`config.mk`:
```
export PLATFORM = sky130hd
export DESIGN_NAME = pc_fetch_unit
export DESIGN_NICKNAME = d
export VERILOG_FILES = /design/src/rtl/pc_fetch_unit_pkg.sv /design/src/rtl/pc_fetch_unit_if_id_reg.sv /design/src/rtl/pc_fetch_unit.sv
export SDC_FILE = /design/constraint.sdc
export NUM_CORES = 1
export LEC_CHECK = 0
export CAP_MARGIN = 0
export CORE_MARGIN = 2
export CORE_UTILIZATION = 44
export DETAILED_ROUTE_END_ITERATION = 6
export PLACE_DENSITY = 0.77
export SYNTH_ARGS = -nofsm -noshare
export SYNTH_HDL_FRONTEND = slang
export SYNTH_HIERARCHICAL = 1
export SYNTH_SLANG_ARGS = --single-unit
```
`constraint.sdc`:
```
create_clock -name clk -period 3.8 [get_ports clk]
set_clock_uncertainty 0.05 [all_clocks]
set_input_delay 0.38 -clock clk [delete_from_list [all_inputs] [get_ports clk]]
set_output_delay 0.38 -clock clk [all_outputs]
set_load 0.01 [all_outputs]
```
`src/rtl/pc_fetch_unit_pkg.sv`:
```
// Shared fetch-stage types and constants: next-PC source encoding, NOP word, jump target helper.
package pc_fetch_unit_pkg;

  localparam logic [31:0] NOP = 32'h0000_0000;

  typedef enum logic [1:0] {
    NPC_SEQ    = 2'd0,
    NPC_JUMP   = 2'd1,
    NPC_BRANCH = 2'd2
  } npc_sel_e;

  // J-type target keeps the 256MB region of the delay-free successor PC.
  function automatic logic [31:0] jump_addr(input logic [3:0] region, input logic [25:0] target);
    return {region, target, 2'b00};
  endfunction

endpackage

```
`src/rtl/pc_fetch_unit_if_id_reg.sv`:
```
// IF/ID pipeline register: load, flush (valid cleared, NOP inserted), kill (valid only), else hold.
module if_id_reg
  import pc_fetch_unit_pkg::*;
#(
  parameter int ADDR_W = 32
) (
  input  logic              clk,
  input  logic              rst,
  input  logic              load,
  input  logic              flush,
  input  logic              kill,
  input  logic [31:0]       instr_in,
  input  logic [ADDR_W-1:0] pc_in,
  input  logic [ADDR_W-1:0] pc_plus4_in,
  output logic [31:0]       instr,
  output logic [ADDR_W-1:0] pc,
  output logic [ADDR_W-1:0] pc_plus4,
  output logic              valid
);

  always_ff @(posedge clk or posedge rst) begin
    if (rst) begin
      instr    <= NOP;
      pc       <= '0;
      pc_plus4 <= '0;
      valid    <= 1'b0;
    end else if (kill) begin
      valid <= 1'b0;
    end else if (flush) begin
      // pc/pc_plus4 are meaningless once valid drops, so they simply hold.
      instr <= NOP;
      valid <= 1'b0;
    end else if (load) begin
      instr    <= instr_in;
      pc       <= pc_in;
      pc_plus4 <= pc_plus4_in;
      valid    <= 1'b1;
    end
  end

endmodule

```
`src/rtl/pc_fetch_unit.sv`:
```
// Fetch stage: PC register, next-PC selection (sequential/jump/branch), range check with sticky fault,
// and the IF/ID register fed from a zero-latency instruction memory.
module pc_fetch_unit
  import pc_fetch_unit_pkg::*;
#(
  parameter int                ADDR_W     = 32,
  parameter logic [ADDR_W-1:0] RESET_PC   = '0,
  parameter int                IMEM_DEPTH = 32
) (
  input  logic              clk,
  input  logic              reset,
  input  logic              stall,
  input  logic              branch_taken,
  input  logic [31:0]       branch_offset,
  input  logic              jump,
  input  logic [25:0]       jump_target,
  output logic [ADDR_W-1:0] imem_addr,
  input  logic [31:0]       imem_instr,
  output logic [31:0]       if_instr,
  output logic [ADDR_W-1:0] if_pc,
  output logic [ADDR_W-1:0] if_pc_plus4,
  output logic              if_valid,
  output logic              addr_fault
);

  localparam logic [ADDR_W-1:0] PC_LIMIT = ADDR_W'(IMEM_DEPTH * 4);

  logic [ADDR_W-1:0] pc;
  logic [ADDR_W-1:0] pc_seq;
  logic [ADDR_W-1:0] next_pc;
  logic              redirect;
  logic              advance;
  logic              out_of_range;
  npc_sel_e          npc_sel;

  assign imem_addr = pc;
  assign pc_seq    = pc + ADDR_W'(4);
  assign redirect  = if_valid & (jump | branch_taken);
  assign advance   = ~addr_fault & ~stall;

  always_comb begin
    npc_sel = NPC_SEQ;
    if (redirect) begin
      npc_sel = jump ? NPC_JUMP : NPC_BRANCH;
    end
  end

  always_comb begin
    next_pc = pc_seq;
    case (npc_sel)
      NPC_JUMP:   next_pc = ADDR_W'(jump_addr(if_pc_plus4[ADDR_W-1:ADDR_W-4], jump_target));
      NPC_BRANCH: next_pc = if_pc_plus4 + ADDR_W'(branch_offset << 2);
      default:    next_pc = pc_seq;
    endcase
  end

  assign out_of_range = (next_pc >= PC_LIMIT);

  // An out-of-range target freezes the PC for good; IF/ID still takes this edge's update.
  always_ff @(posedge clk or posedge reset) begin
    if (reset) begin
      pc         <= RESET_PC;
      addr_fault <= 1'b0;
    end else if (advance) begin
      if (out_of_range) begin
        addr_fault <= 1'b1;
      end else begin
        pc <= next_pc;
      end
    end
  end

  if_id_reg #(
    .ADDR_W (ADDR_W)
  ) u_if_id (
    .clk         (clk),
    .rst         (reset),
    .load        (advance & ~redirect),
    .flush       (advance & redirect),
    .kill        (addr_fault),
    .instr_in    (imem_instr),
    .pc_in       (pc),
    .pc_plus4_in (pc_seq),
    .instr       (if_instr),
    .pc          (if_pc),
    .pc_plus4    (if_pc_plus4),
    .valid       (if_valid)
  );

endmodule
```
# Yosys cells after proc, flatten, opt, wreduce, memory -nomap -nowiden
# Index checks and enable logic that the tools add are counted.
# word_totals
inputBits	95
regBits	130
# classes
eq_ne	2
addsub	2
n_mux	8
reduce_logical	6
bitwise_logic	10
n_lt_le_gt_ge	1
# ops
op	count
$mux W32	2
$pmux W32 S2	1
$add A32 B3 Y32 const B	1
$add A32 B32 Y32	1
$ge A32 B8 Y1 const B	1
$reduce_and A2 Y1	3
$not A1 Y1	5
$and A1 B1 Y1	4
$mux W2	2
$mux W1	3
$reduce_and A3 Y1	1
$reduce_bool A3 Y1	1
$eq A2 B1 Y1 const B	1
$eq A2 B2 Y1 const B	1
$reduce_bool A2 Y1	1
$or A1 B1 Y1	1

# Depth between registers and ports, before layout
# Gate-level depths: netlist of run 1.
# depth
word_depth	8
ltp_mapped	14
ltp_nobuf	12

# Cells and area by module
# Netlist of run 1, hierarchy kept.
# by_module_without_submodules
mod	n_inst	cells_per_inst	area_each_um2	seq_area_each_um2
pc_fetch_unit	1	549	4436.8	825.8
if_id_reg	1	248	3724.8	2427.3

# Worst setup path before layout of run 1
# No wires, ideal clock.
# synth_timing
path_kind	reg2reg
start	reg u_if_id.pc_plus4[2]
end	reg pc[3] (netlist: imem_addr[3])
period_less_slack_ns	3.693
path_stages_with_launch	14
path_buffers	1
required_time_ns	3.625
slack_ns	0.107
arrival_ns	3.517
path_cell_list	dfrtp_1 ha_1 fa_1 a211oi_2 o21ai_4 a31oi_4 nor2_1 or4_1 and3_1 nor4_4 a41oi_2 or2_1 buf_6 mux2_4
# synth_via
elab_chain_cells	5
# synth_lines
item	line	source
start: declaration	pc_fetch_unit_if_id_reg.sv:17	output logic [ADDR_W-1:0] pc_plus4,
start signal: assignment	pc_fetch_unit_if_id_reg.sv:36	pc_plus4 <= pc_plus4_in;
$add A32 B32 Y32 (*)	pc_fetch_unit.sv:52	NPC_BRANCH: next_pc = if_pc_plus4 + ADDR_W'(branch_offset << 2);
$pmux W32 S2 (*)	pc_fetch_unit.sv:50	case (npc_sel)
$ge A32 B8 Y1	pc_fetch_unit.sv:57	assign out_of_range = (next_pc >= PC_LIMIT);
$not A1 Y1 (no source line)	--	
$reduce_and A2 Y1 (no source line)	--	
end signal: assignment	pc_fetch_unit.sv:68	pc <= next_pc;
end: declaration	pc_fetch_unit.sv:28	logic [ADDR_W-1:0] pc;
# Mark *: on every way between the ends. The rest lies on a longest branch, timed or not.
# A chain may end at the register's enable or synchronous reset.

# Worst setup path after layout of run 1
# layout_timing
start	in branch_offset[0]
end	reg pc[8] (netlist: imem_addr[8])
# layout_via
elab_chain_cells	5
# layout_lines
item	line	source
start: declaration	pc_fetch_unit.sv:14	input logic [31:0] branch_offset,
$add A32 B32 Y32 (*)	pc_fetch_unit.sv:52	
$pmux W32 S2 (*)	pc_fetch_unit.sv:50	
$ge A32 B8 Y1	pc_fetch_unit.sv:57	
$not A1 Y1 (no source line)	--	
$reduce_and A2 Y1 (no source line)	--	
# Marks and branches as above.

==> impl_results.md, run 1 <==
- Outcome: completed
- Die Footprint: 19700 um^2
- R2R setup slack: 0.14 ns
- First-pass GRT wire length: 39800 um
- Asr flop ratio synth: 1.00
- Antenna diode count: 0
- Chip height: 140 um
- DRT Pass-1 Iters: 5
- Hold Crit Class: input port to async pin
- Synth Register Bits: 130
- Num CTS Buffers: 17
- Post-layout util: 0.653
- Vias after detailed routing: 7430
- Mux cell area share after synthesis: 0.102
- Port bufs: 222
- Slew Viols, Final: 0
- Placed insts: 1294
- Area leader, netlist: dfrtp_1
- Gr usage total: 0.257
- XOR/XNOR Fraction of Synth Area: 0.0515
- Finish-stage setup viols: 0
- Total power: 4.81 mW
- Post-synth top area share: 0.399
- Worst slack, placed: -0.405 ns
- Synth Area in Adders: 0.0484
- Clock slew at reported path FFs: 0.06 ns
- Layer with the highest usage: met2
- Vias per cell: 5.59
- Number of global-route vias before repair: 7468
- Mapped Area: 8160 um^2
- Largest net degree at the start of global routing: 86
- Cell variety after synth: 81
- Ranking of synthesized cells by area: dfrtp_1, mux2_2, ha_1
- Initial drt markers: 462
- TritonCTS clock tree: yes
- Dominant synthesized flop cell: dfrtp_1
- Final Hold Violating Endpoints: 0
- Worst Tran Pin Value: 1.06 ns
- Cell row count: 49
- Clock Sink Count: 130
- Final worst path period share: 0.971
- Leakage: 5.46 nW
- Core area: 18100 um^2
- Fillers: 1427
- Critical path capture point type: register
- Num ports: 225
- Routability Congestion: 0.954
- Tmin final: 3.69 ns
- Synth Instances: 797
- Initial antenna violation count: 0
- Share of cells above drive strength 1: 0.196
- DRC errors left: 0
- Final instance area: 11800 um^2
- Routed length per instance: 19.0 um
- Register area share after synthesis: 0.399
- Final Non-Filler Cells: 1328
- CP startpoint kind: input port
- Main combinational cell family by area after synthesis: simple AND/OR/NAND/NOR gates
- Global Route met3 Usage: 0.0588
- Synth Area in Compound Gates: 0.175
- Worst slew margin: 0.292
- Post-synthesis simple-gate area fraction: 0.180
- Deepest clock path buffer count: 2
- Net Count, Synth: 923
- Initial Utilization: 0.451
- Setup Crit Path Kind: input port to register
- Peak VDD IR: 0.000321 V
- Final nets: 1212
- Hold buffer count at CTS: 0
- GRT overflow: 0
- Syn avg cell area: 10.2 um^2
- Dpl cell area: 11200 um^2
- Met1 Usage GRT: 0.335
- Sum Neg Setup Slack: 0 ns
- CP max FO: 27
- Worst-skew pair later-pin latency: 0.42 ns
- Final hold slack: 0.404 ns
- EDFF count, synth: 0
- Ys Warns: 6
- Root buffer cell: clkbuf_16
- CP arrival: 3.94 ns
- Antenna viol nets, final: 0
- MaxCap Viol Count: 0
- Worst setup margin: 0.111 ns
- Area Growth Syn to Fin: 44.6%
- P per Cell Area: 408 nW/um^2
- Die W: 140 um
- H-tree depth: 4
- Dpl hpwl: 19100 um
- Peak Freq: 0.271 GHz
- Critical path required time: 4.05 ns
- Routed WL: 25200 um
- Grt met2 use: 0.419
[registers in the layout, indices dropped and copies added (netlist names)]
| name | cells |
|---|---|
| imem_addr | 32 |
| u_if_id/valid | 1 |
| u_if_id/pc | 32 |
| u_if_id/pc_plus4 | 32 |
| addr_fault | 1 |
| u_if_id/instr | 32 |
[routing by layer]
metal,part of all wire,up-vias
met5,0,-
met4,0.028,0
met3,0.053,46
met2,0.48,227
met1,0.44,3609
li1,-,3548
[cells in the mapped netlist, types with 5 or more instances]
cell type and instances:
o211ai_1 5, and2_1 33, nand2_1 53, o21a_1 7, nand3_1 17, buf_6 5
inv_1 20, nor2_1 34, or2_2 7, dfrtp_1 130, o21ai_0 22, mux2_1 29
nor3_1 12, and4_1 8, a31oi_1 9, buf_4 6, o21bai_1 6, mux2_2 35
xnor2_1 30, buf_2 20, clkbuf_1 21, ha_1 30, a22o_1 22, nand4_1 23
o221ai_1 14, and3_1 8, nor4_1 12, nand3b_1 12, a21oi_1 38, a21o_1 14
mux2i_1 7, xor2_1 18
[worst max-delay path, stage by stage]
cell and delay, ns:
clkdlybuf4s50_1 0.44, ha_1 0.25, fa_1 0.41, a211oi_2 0.30
o21ai_4 0.13, a31oi_4 0.21, nor2_1 0.08, or4_1 0.46
and3_1 0.22, nor4_4 0.24, a41oi_2 0.18, or2_4 0.30
buf_12 0.16, and2_1 0.17
[layout by cell type (no fill, tap or decap), drive strengths merged, types with 7 or more instances in the layout]
master | synthesis | layout
clkdlybuf4s50 | 0 | 222
dfrtp | 130 | 130
buf | 31 | 102
mux2 | 67 | 67
nand2 | 53 | 53
a21oi | 39 | 39
nor2 | 34 | 34
and2 | 34 | 34
xnor2 | 30 | 30
ha | 30 | 30
o21ai | 27 | 27
nand4 | 26 | 26
inv | 20 | 23
a22o | 22 | 22
clkbuf | 23 | 21
nand3 | 19 | 19
xor2 | 18 | 18
nor4 | 17 | 17
o221ai | 15 | 15
a21o | 14 | 14
nor3 | 13 | 13
nand3b | 12 | 12
a31oi | 12 | 12
and3 | 8 | 8
and4 | 8 | 8
or2 | 8 | 8
o21a | 7 | 7
mux2i | 7 | 7
[area by class of cell]
type | instances | area, um^2 | area share
clock buffer | 21 | 480 | 0.0407
timing repair buffer | 324 | 3010 | 0.255
clock inverter | 11 | 124 | 0.0105
tap | 229 | 287 | 0.0243
sequential | 130 | 3250 | 0.276
inverter | 20 | 77.6 | 0.00657
multi-input combinational | 593 | 4570 | 0.387
[worst paths after layout]
check                                    start                 to  cells past startpoint
max                           branch_offset[0]       imem_addr[8]                     14
min                                      reset      imem_addr[17]                      3
max reg2reg                u_if_id/pc_plus4[2]       imem_addr[8]                     13
min reg2reg                     u_if_id/pc[19]     u_if_id/pc[19]                      1
max in group asynchronous                reset  u_if_id/instr[21]                      3
min in group clk                u_if_id/pc[19]     u_if_id/pc[19]                      1
[repair_timing]
action                                  in CTS  in global routing
setup buffers                                0                  2
resized for setup                            0                  3
endpoints found under the setup margin       0                 31
[report_power, final]
| group | total, mW | internal (mW) | switching (mW) |
|---|---|---|---|
| Combinational | 1.47 | 0.800 | 0.674 |
| Sequential | 1.69 | 1.56 | 0.131 |
| Clock | 1.65 | 1.04 | 0.615 |
[cells by family (layout without fill, tap and decap cells)]
group,count (synthesis),after routing
buf+inv,74,376
simple gates,250,250
flops,130,130
compound gates,190,190
mux,74,74
fa+ha+maj,31,31
xor+xnor,48,48
Power figures use the tool's default switching activity.
==> run 2: changes to the inputs <==
--- a/config.mk
+++ b/config.mk
@@ -5,11 +5,12 @@
 export SDC_FILE = /design/constraint.sdc
 export NUM_CORES = 1
 export LEC_CHECK = 0
+export ABC_CLOCK_PERIOD_IN_PS = 3670
 export CAP_MARGIN = 0
 export CORE_MARGIN = 2
-export CORE_UTILIZATION = 44
+export CORE_UTILIZATION = 45
 export DETAILED_ROUTE_END_ITERATION = 6
-export PLACE_DENSITY = 0.77
+export PLACE_DENSITY = 0.76
 export SYNTH_ARGS = -nofsm -noshare
 export SYNTH_HDL_FRONTEND = slang
 export SYNTH_HIERARCHICAL = 1
==> constraint.sdc (replaced) <==
create_clock -name clk -period 3.67 [get_ports clk]
set_clock_uncertainty 0.05 [all_clocks]
set_input_delay 0.367 -clock clk [delete_from_list [all_inputs] [get_ports clk]]
set_output_delay 0.367 -clock clk [all_outputs]
set_load 0.01 [all_outputs]
==> run 2 against run 1 <==
Effect of this change:
- via count grew 2.7%
- hold slack got worse by 0.044 ns
- non-clock buffer count is 27 higher
- register-to-register slack barely moved
- sequential power up 3%
- clock power increased by 4%
- largest cell class unchanged
==> impl_results.md, run 2 (synthesis results as in run 1) <==
- Met1 Usage GRT: 0.354 (+0.0196)
- Fillers: 1374 (-3.7%)
- Leakage: 5.59 nW (+2.3%)
- MaxCap Viol Count: 0 (unchanged)
- Routed WL: 25500 um (+1.2%)
- Int Pwr: 3.56 mW (+4.8%)
- Grt met2 use: 0.450 (+0.0305)
- Final nets: 1239 (+2.2%)
- CP startpoint kind: input port
- Cell count of the worst reg-to-reg path: 14 (+1)
- Initial drt markers: 634 (+37%)
- Setup Crit Path Kind: input port to register
- Num CTS Buffers: 17 (unchanged)
- Commonest non-fill, non-tap cell in the layout: clkdlybuf4s50_1
- Root buffer cell: clkbuf_16
- Tmin final: 3.60 ns
- Worst-skew pair later-pin latency: 0.42 ns (about the same)
- Cell row count: 49 (unchanged)
- Total power: 5.02 mW (+4.3%)
- Placed insts: 1323 (+2.2%)
- Layer with the highest usage: met2
- Register area: 3250 um^2 (unchanged)
- Hold buffer count at CTS: 0 (unchanged)
- Global Route met3 Usage: 0.0425 (-0.0163)
- RSZ-0062 raised after global routing: true
- CP Cell Sequence: clkdlybuf4s50_1 -> ha_1 -> o211ai_2 -> o21ai_4 -> a31oi_4 -> buf_4 -> or4_1 -> o211ai_1 -> nand4_1 -> nor4_2 -> a41oi_2 -> or2_4 -> buf_12 -> and2_1
- Initial Utilization: 0.456 (+0.00464)
- Worst path slowest cell: clkdlybuf4s50_1
- First-pass GRT wire length: 41100 um (+3.3%)
- Sw Share: 0.291 (-0.00375)
- Worst R2R End: imem_addr[10]
- Final Hold Violating Endpoints: 0 (unchanged)
- Port bufs: 222 (unchanged)
- Clock Sink Count: 130 (unchanged)
- DRT Pass-1 Iters: 5 (unchanged)
- Routed length per instance: 18.8 um (-0.67%)
- Peak VDD IR: 0.000393 V (+22%)
- Sequential Power Share: 0.347 (-0.004)
- Dpl hpwl: 19600 um (+2.4%)
- Most frequent cells in the layout: clkdlybuf4s50_1, dfrtp_1, buf_4, nand2_1, a21oi_1
- Slew Viols, Final: 0 (unchanged)
- Combinational cell fraction of total power: 0.312 (+0.006)
- Die Footprint: 19200 um^2 (-2.2%)
- Core area: 17900 um^2 (-1.0%)
- Chip height: 139 um (-1.1%)
- Worst slack, placed: -0.400 ns (+0.00569 ns)
- P per Cell Area: 418 nW/um^2 (+2.5%)
- Vias per cell: 5.64 (+0.82%)
- Multi-input gate area: 4580 um^2 (+0.33%)
- GRT overflow: 0 (unchanged)
- Buffers and inverters on the worst path: 3 (+1)
- Worst Tran Pin Value: 0.680 ns (-0.382 ns)
- Number of global-route vias before repair: 7607 (+1.9%)
- CP max FO: 27 (unchanged)
- Worst setup margin: 0.0701 ns (-0.0409 ns)
- Die W: 139 um (-1.1%)
- Gr usage total: 0.265 (+0.00784)
- DRC errors left: 0 (unchanged)
- Hold Crit Class: input port to async pin
- Clk pwr share: 0.341 (-0.002)
- Clock slew at reported path FFs: 0.06 ns (about the same)
- Post CTS Setup Buffer Count: 0 (unchanged)
- Antenna viol nets, final: 0 (unchanged)
- TritonCTS clock tree: yes
- Final Non-Filler Cells: 1353 (+1.9%)
- Crit-path leading delay family: simple AND/OR/NAND/NOR gates
- Peak Freq: 0.278 GHz
- NetSw: 1.46 mW (+2.9%)
- CP arrival: 3.85 ns (-0.09 ns)
- Max incr delay on CP: 0.48 ns (+0.02 ns)
- R2R setup slack: 0.13 ns (about the same)
- Antenna diode count: 0 (unchanged)
- H-tree depth: 4 (unchanged)
- Routability Congestion: 0.976 (+2.3%)
- R2r startpoint: u_if_id/pc_plus4[2]
- Critical path capture point type: register
- Vias after detailed routing: 7632 (+2.7%)
- Final worst path period share: 0.981
- Area Growth Syn to Fin: 47.1%
- Largest net degree at the start of global routing: 53 (-38%)
- Finish-stage setup viols: 0 (unchanged)
- Initial antenna violation count: 0 (unchanged)
- Num ports: 225 (unchanged)
- Worst slew margin: 0.546 (+0.254)
- Share of cells above drive strength 1: 0.216 (+0.0206)
- Critical path required time: 3.92 ns (-0.13 ns)
- Outcome: completed
- Deepest clock path buffer count: 2 (unchanged)
## run 2: cell types whose count changed in the layout (fill, tap and decap cells not counted), sizes merged
cell,before,now
inv,23,21
buf,102,129
clkinv,3,2
bufinv,2,3
## run 2: how the worst max path moves through the flow
stage	end	cells after the start	start
global placement	imem_addr[12]	14	branch_offset[0]
detailed placement	imem_addr[17]	14	branch_offset[0]
global route	imem_addr[10]	14	branch_offset[5]
floorplan	imem_addr[3]	13	u_if_id/pc_plus4[2]
finish	imem_addr[10]	14	branch_offset[5]
CTS	imem_addr[2]	13	u_if_id/pc_plus4[2]
## run 2: area by class of cell
type / instances / share of cell area
Sequential cell: 130 / 0.271
Inverter: 20 / 0.00646
Clock buffer: 21 / 0.0383
Tap cell: 229 / 0.0239
Clock inverter: 9 / 0.0109
Multi-Input combinational cell: 593 / 0.382
Timing Repair Buffer: 351 / 0.268
## run 2: what timing repair did
action,4_1_cts,5_1_grt
resized for setup,1,8
endpoints found under the setup margin,2,32
pin swaps,0,6
## run 2: metal layers
layer,up-vias,part of all wire
li1,3596,-
met1,3753,0.44
met2,252,0.49
met3,31,0.052
met4,0,0.016
met5,-,0
## run 2: metrics by stage
stage / hold slack (ns) / area [um^2] / utilization / setup TNS (ns)
floorplan: 0.414 / 8160 / - / 0
global placement: 0.416 / 11400 / 0.636 / -10.42
detailed placement: 0.424 / 11400 / 0.636 / -11.61
CTS: 0.387 / 12000 / 0.669 / 0
global route: 0.441 / 12000 / 0.671 / -0.0522
finish: 0.360 / 12000 / 0.671 / 0
## run 2: power groups by stage
stage          clock network, mW  logic [mW]  registers, mW
3_3_place_gp                   0        1.52           1.75
6_report                    1.71        1.57           1.74
3_5_place_dp                   0        1.54           1.76
4_1_cts                     1.74        1.55           1.74
5_1_grt                     1.81        1.68           1.76
2_1_floorplan                  0       0.665           1.84
==> run 3: changes to the inputs <==
--- a/config.mk
+++ b/config.mk
@@ -11,6 +11,7 @@
 export CORE_UTILIZATION = 45
 export DETAILED_ROUTE_END_ITERATION = 6
 export PLACE_DENSITY = 0.76
+export SETUP_SLACK_MARGIN = 0.05
 export SYNTH_ARGS = -nofsm -noshare
 export SYNTH_HDL_FRONTEND = slang
 export SYNTH_HIERARCHICAL = 1
==> run 3 against run 2 <==
Effect of this change:
- critical path type unchanged
- critical endpoint is now imem_addr[9]
- largest cell class unchanged
- non-clock buffer count is 9 higher
- clock power is 7% higher
- maximum frequency is 2.4% higher
- die area stayed put
- critical path depth is 1 higher
- setup slack better by 0.084 ns
- first-iteration DRC count is 20% lower
- largest power group is now clock
- hold slack worse by 0.0042 ns
==> impl_results.md, run 3 (synthesis results as in run 1) <==
- Outcome: completed
- Deepest clock path buffer count: 2 (unchanged)
- Share of cells above drive strength 1: 0.244 (+0.0279)
- H-tree depth: 4 (unchanged)
- Tmin final: 3.52 ns (-0.0840 ns)
- Area Growth Syn to Fin: 50.7%
- Worst slew margin: 0.569 (+0.0226)
- Routed length per instance: 19.1 um (+1.4%)
- Worst R2R End: imem_addr[9]
- CP max FO: 7 (-74%)
- Final nets: 1248 (+0.73%)
- Leakage: 5.70 nW (+2.0%)
- Worst-skew pair later-pin latency: 0.42 ns (about the same)
- Peak Freq: 0.284 GHz (+2.4%)
- CP Cell Sequence: clkdlybuf4s50_1 -> ha_1 -> a211oi_1 -> o21ai_1 -> buf_4 -> buf_4 -> a22oi_1 -> a31o_2 -> buf_4 -> o221ai_2 -> nor4_4 -> a41oi_2 -> or2_4 -> clkbuf_16 -> and2_1
- GRT overflow: 0 (unchanged)
- Antenna viol nets, final: 0 (unchanged)
- Cell mode on critical path: buf_4
- Worst Tran Pin Value: 0.643 ns (-0.0369 ns)
- Hold Crit Class: input port to async pin
- Finish-stage setup viols: 0 (unchanged)
- Commonest non-fill, non-tap cell in the layout: clkdlybuf4s50_1
- DRT Pass-1 Iters: 5 (unchanged)
- Critical path required time: 3.92 ns (about the same)
- Routed WL: 26100 um (+2.2%)
- First-pass GRT wire length: 40900 um (-0.47%)
- Antenna diode count: 0 (unchanged)
- Worst path slowest cell: clkdlybuf4s50_1
- Max incr delay on CP: 0.47 ns (about the same)
- Port bufs: 222 (unchanged)
- Worst slack, placed: -0.479 ns (-0.0793 ns)
- P per Cell Area: 424 nW/um^2 (+1.3%)
- Number of global-route vias before repair: 7813 (+2.7%)
- Total power: 5.21 mW (+3.8%)
- Worst setup path endpoint: imem_addr[9]
- Routability Congestion: 0.945 (-3.2%)
- R2R setup slack: 0.17 ns (+0.04 ns)
- Worst setup margin: 0.154 ns (+0.0840 ns)
- Final hold slack: 0.356 ns (-0.00422 ns)
- Slew Viols, Final: 0 (unchanged)
- Worst setup path startpoint: branch_offset[1]
- DRC errors left: 0 (unchanged)
- Final Non-Filler Cells: 1364 (+0.81%)
- Initial drt markers: 506 (-20%)
- Initial Utilization: 0.456 (unchanged)
- Core area: 17900 um^2 (unchanged)
- Clock Sink Count: 130 (unchanged)
- TritonCTS clock tree: yes
- MaxCap Viol Count: 0 (unchanged)
- Hold buffer count at CTS: 0 (unchanged)
- Largest net degree at the start of global routing: 52 (-1.9%)
- Setup Crit Path Kind: input port to register
- Cell row count: 49 (unchanged)
- Clock slew at reported path FFs: 0.06 ns (about the same)
- CP startpoint kind: input port
- Critical path capture point type: register
- Num CTS Buffers: 17 (unchanged)
- Die Footprint: 19200 um^2 (unchanged)
- Most frequent cells in the layout: clkdlybuf4s50_1, buf_4, dfrtp_1, nand2_1, a21oi_1
- Vias per cell: 5.64 (about the same)
- Peak VDD IR: 0.000396 V (+0.94%)
- Final Hold Violating Endpoints: 0 (unchanged)
- Gr usage total: 0.265 (-0.000370)
- Post-layout util: 0.687 (+0.0164)
- Final worst path period share: 0.958 (-0.0229)
- R2r startpoint: u_if_id/pc_plus4[3]
- RSZ-0062 raised after global routing: true
- Num ports: 225 (unchanged)
- Chip height: 139 um (unchanged)
- Dpl cell area: 11400 um^2 (about the same)
- Vias after detailed routing: 7697 (+0.85%)
- Die W: 139 um (unchanged)
- Cell count of the worst reg-to-reg path: 14 (unchanged)
- Initial antenna violation count: 0 (unchanged)
- CP arrival: 3.77 ns (-0.08 ns)
- Sum Neg Setup Slack: 0 ns (unchanged)
- Dpl hpwl: 19800 um (+1.2%)
- Final instance area: 12300 um^2 (+2.4%)
- Placed insts: 1325 (+0.15%)
- Root buffer cell: clkbuf_16
[run 3: cell count changes in the layout (fill, tap and decap cells not counted), sizes merged]
cell      before  now
buf          129  136
clkbuf        21   23
bufinv         3    4
clkinv         2    3
clkinvlp       3    2
inv           21   22
[run 3: worst min-delay path by stage]
stage                   startpoint        endpoint  slack, ns  depth (start not counted)
floorplan                    stall      addr_fault       0.41                          1
global placement    u_if_id/pc[25]  u_if_id/pc[25]       0.42                          1
CTS                          reset  u_if_id/pc[17]       0.38                          2
finish                       reset  u_if_id/pc[17]       0.36                          2
global route                 reset  u_if_id/pc[17]       0.44                          2
detailed placement  u_if_id/pc[12]  u_if_id/pc[12]       0.42                          1
[run 3: routing by layer]
layer | global-route usage | share of wire | wire length [um]
met1 | 0.335 | 0.42 | 11000
met2 | 0.456 | 0.50 | 12900
met3 | 0.0501 | 0.057 | 1490
met4 | 0.0920 | 0.027 | 703
met5 | 0 | 0 | 0
[run 3: layout make-up]
cell class | count | area (um^2)
inverter | 20 | 77.6
timing repair buffer | 360 | 3330
fill | 1383 | 5600
tap | 229 | 287
multi-input combinational | 593 | 4710
clock buffer | 21 | 470
sequential | 130 | 3250
clock inverter | 11 | 175
[run 3: worst max-delay path: cells and delay by family]
kind | cells | cell delay, ns
buffers and inverters | 5 | 1.08
and+or+nand+nor | 3 | 0.82
AOI/OAI and AO/OA | 6 | 1.12
adders and majority gates | 1 | 0.35
[run 3: power breakdown]
part | total (mW) | internal [mW] | switching (mW)
logic | 1.64 | 0.905 | 0.739
registers | 1.74 | 1.61 | 0.128
clock network | 1.83 | 1.20 | 0.630
total | 5.21 | 3.71 | 1.50
[run 3: timing repair]
item                                    in CTS  in global routing
setup buffers                                0                  4
pin swaps                                    2                 11
cloned                                       0                  3
endpoints found under the setup margin      29                 32
gates resized for setup                      3                 35
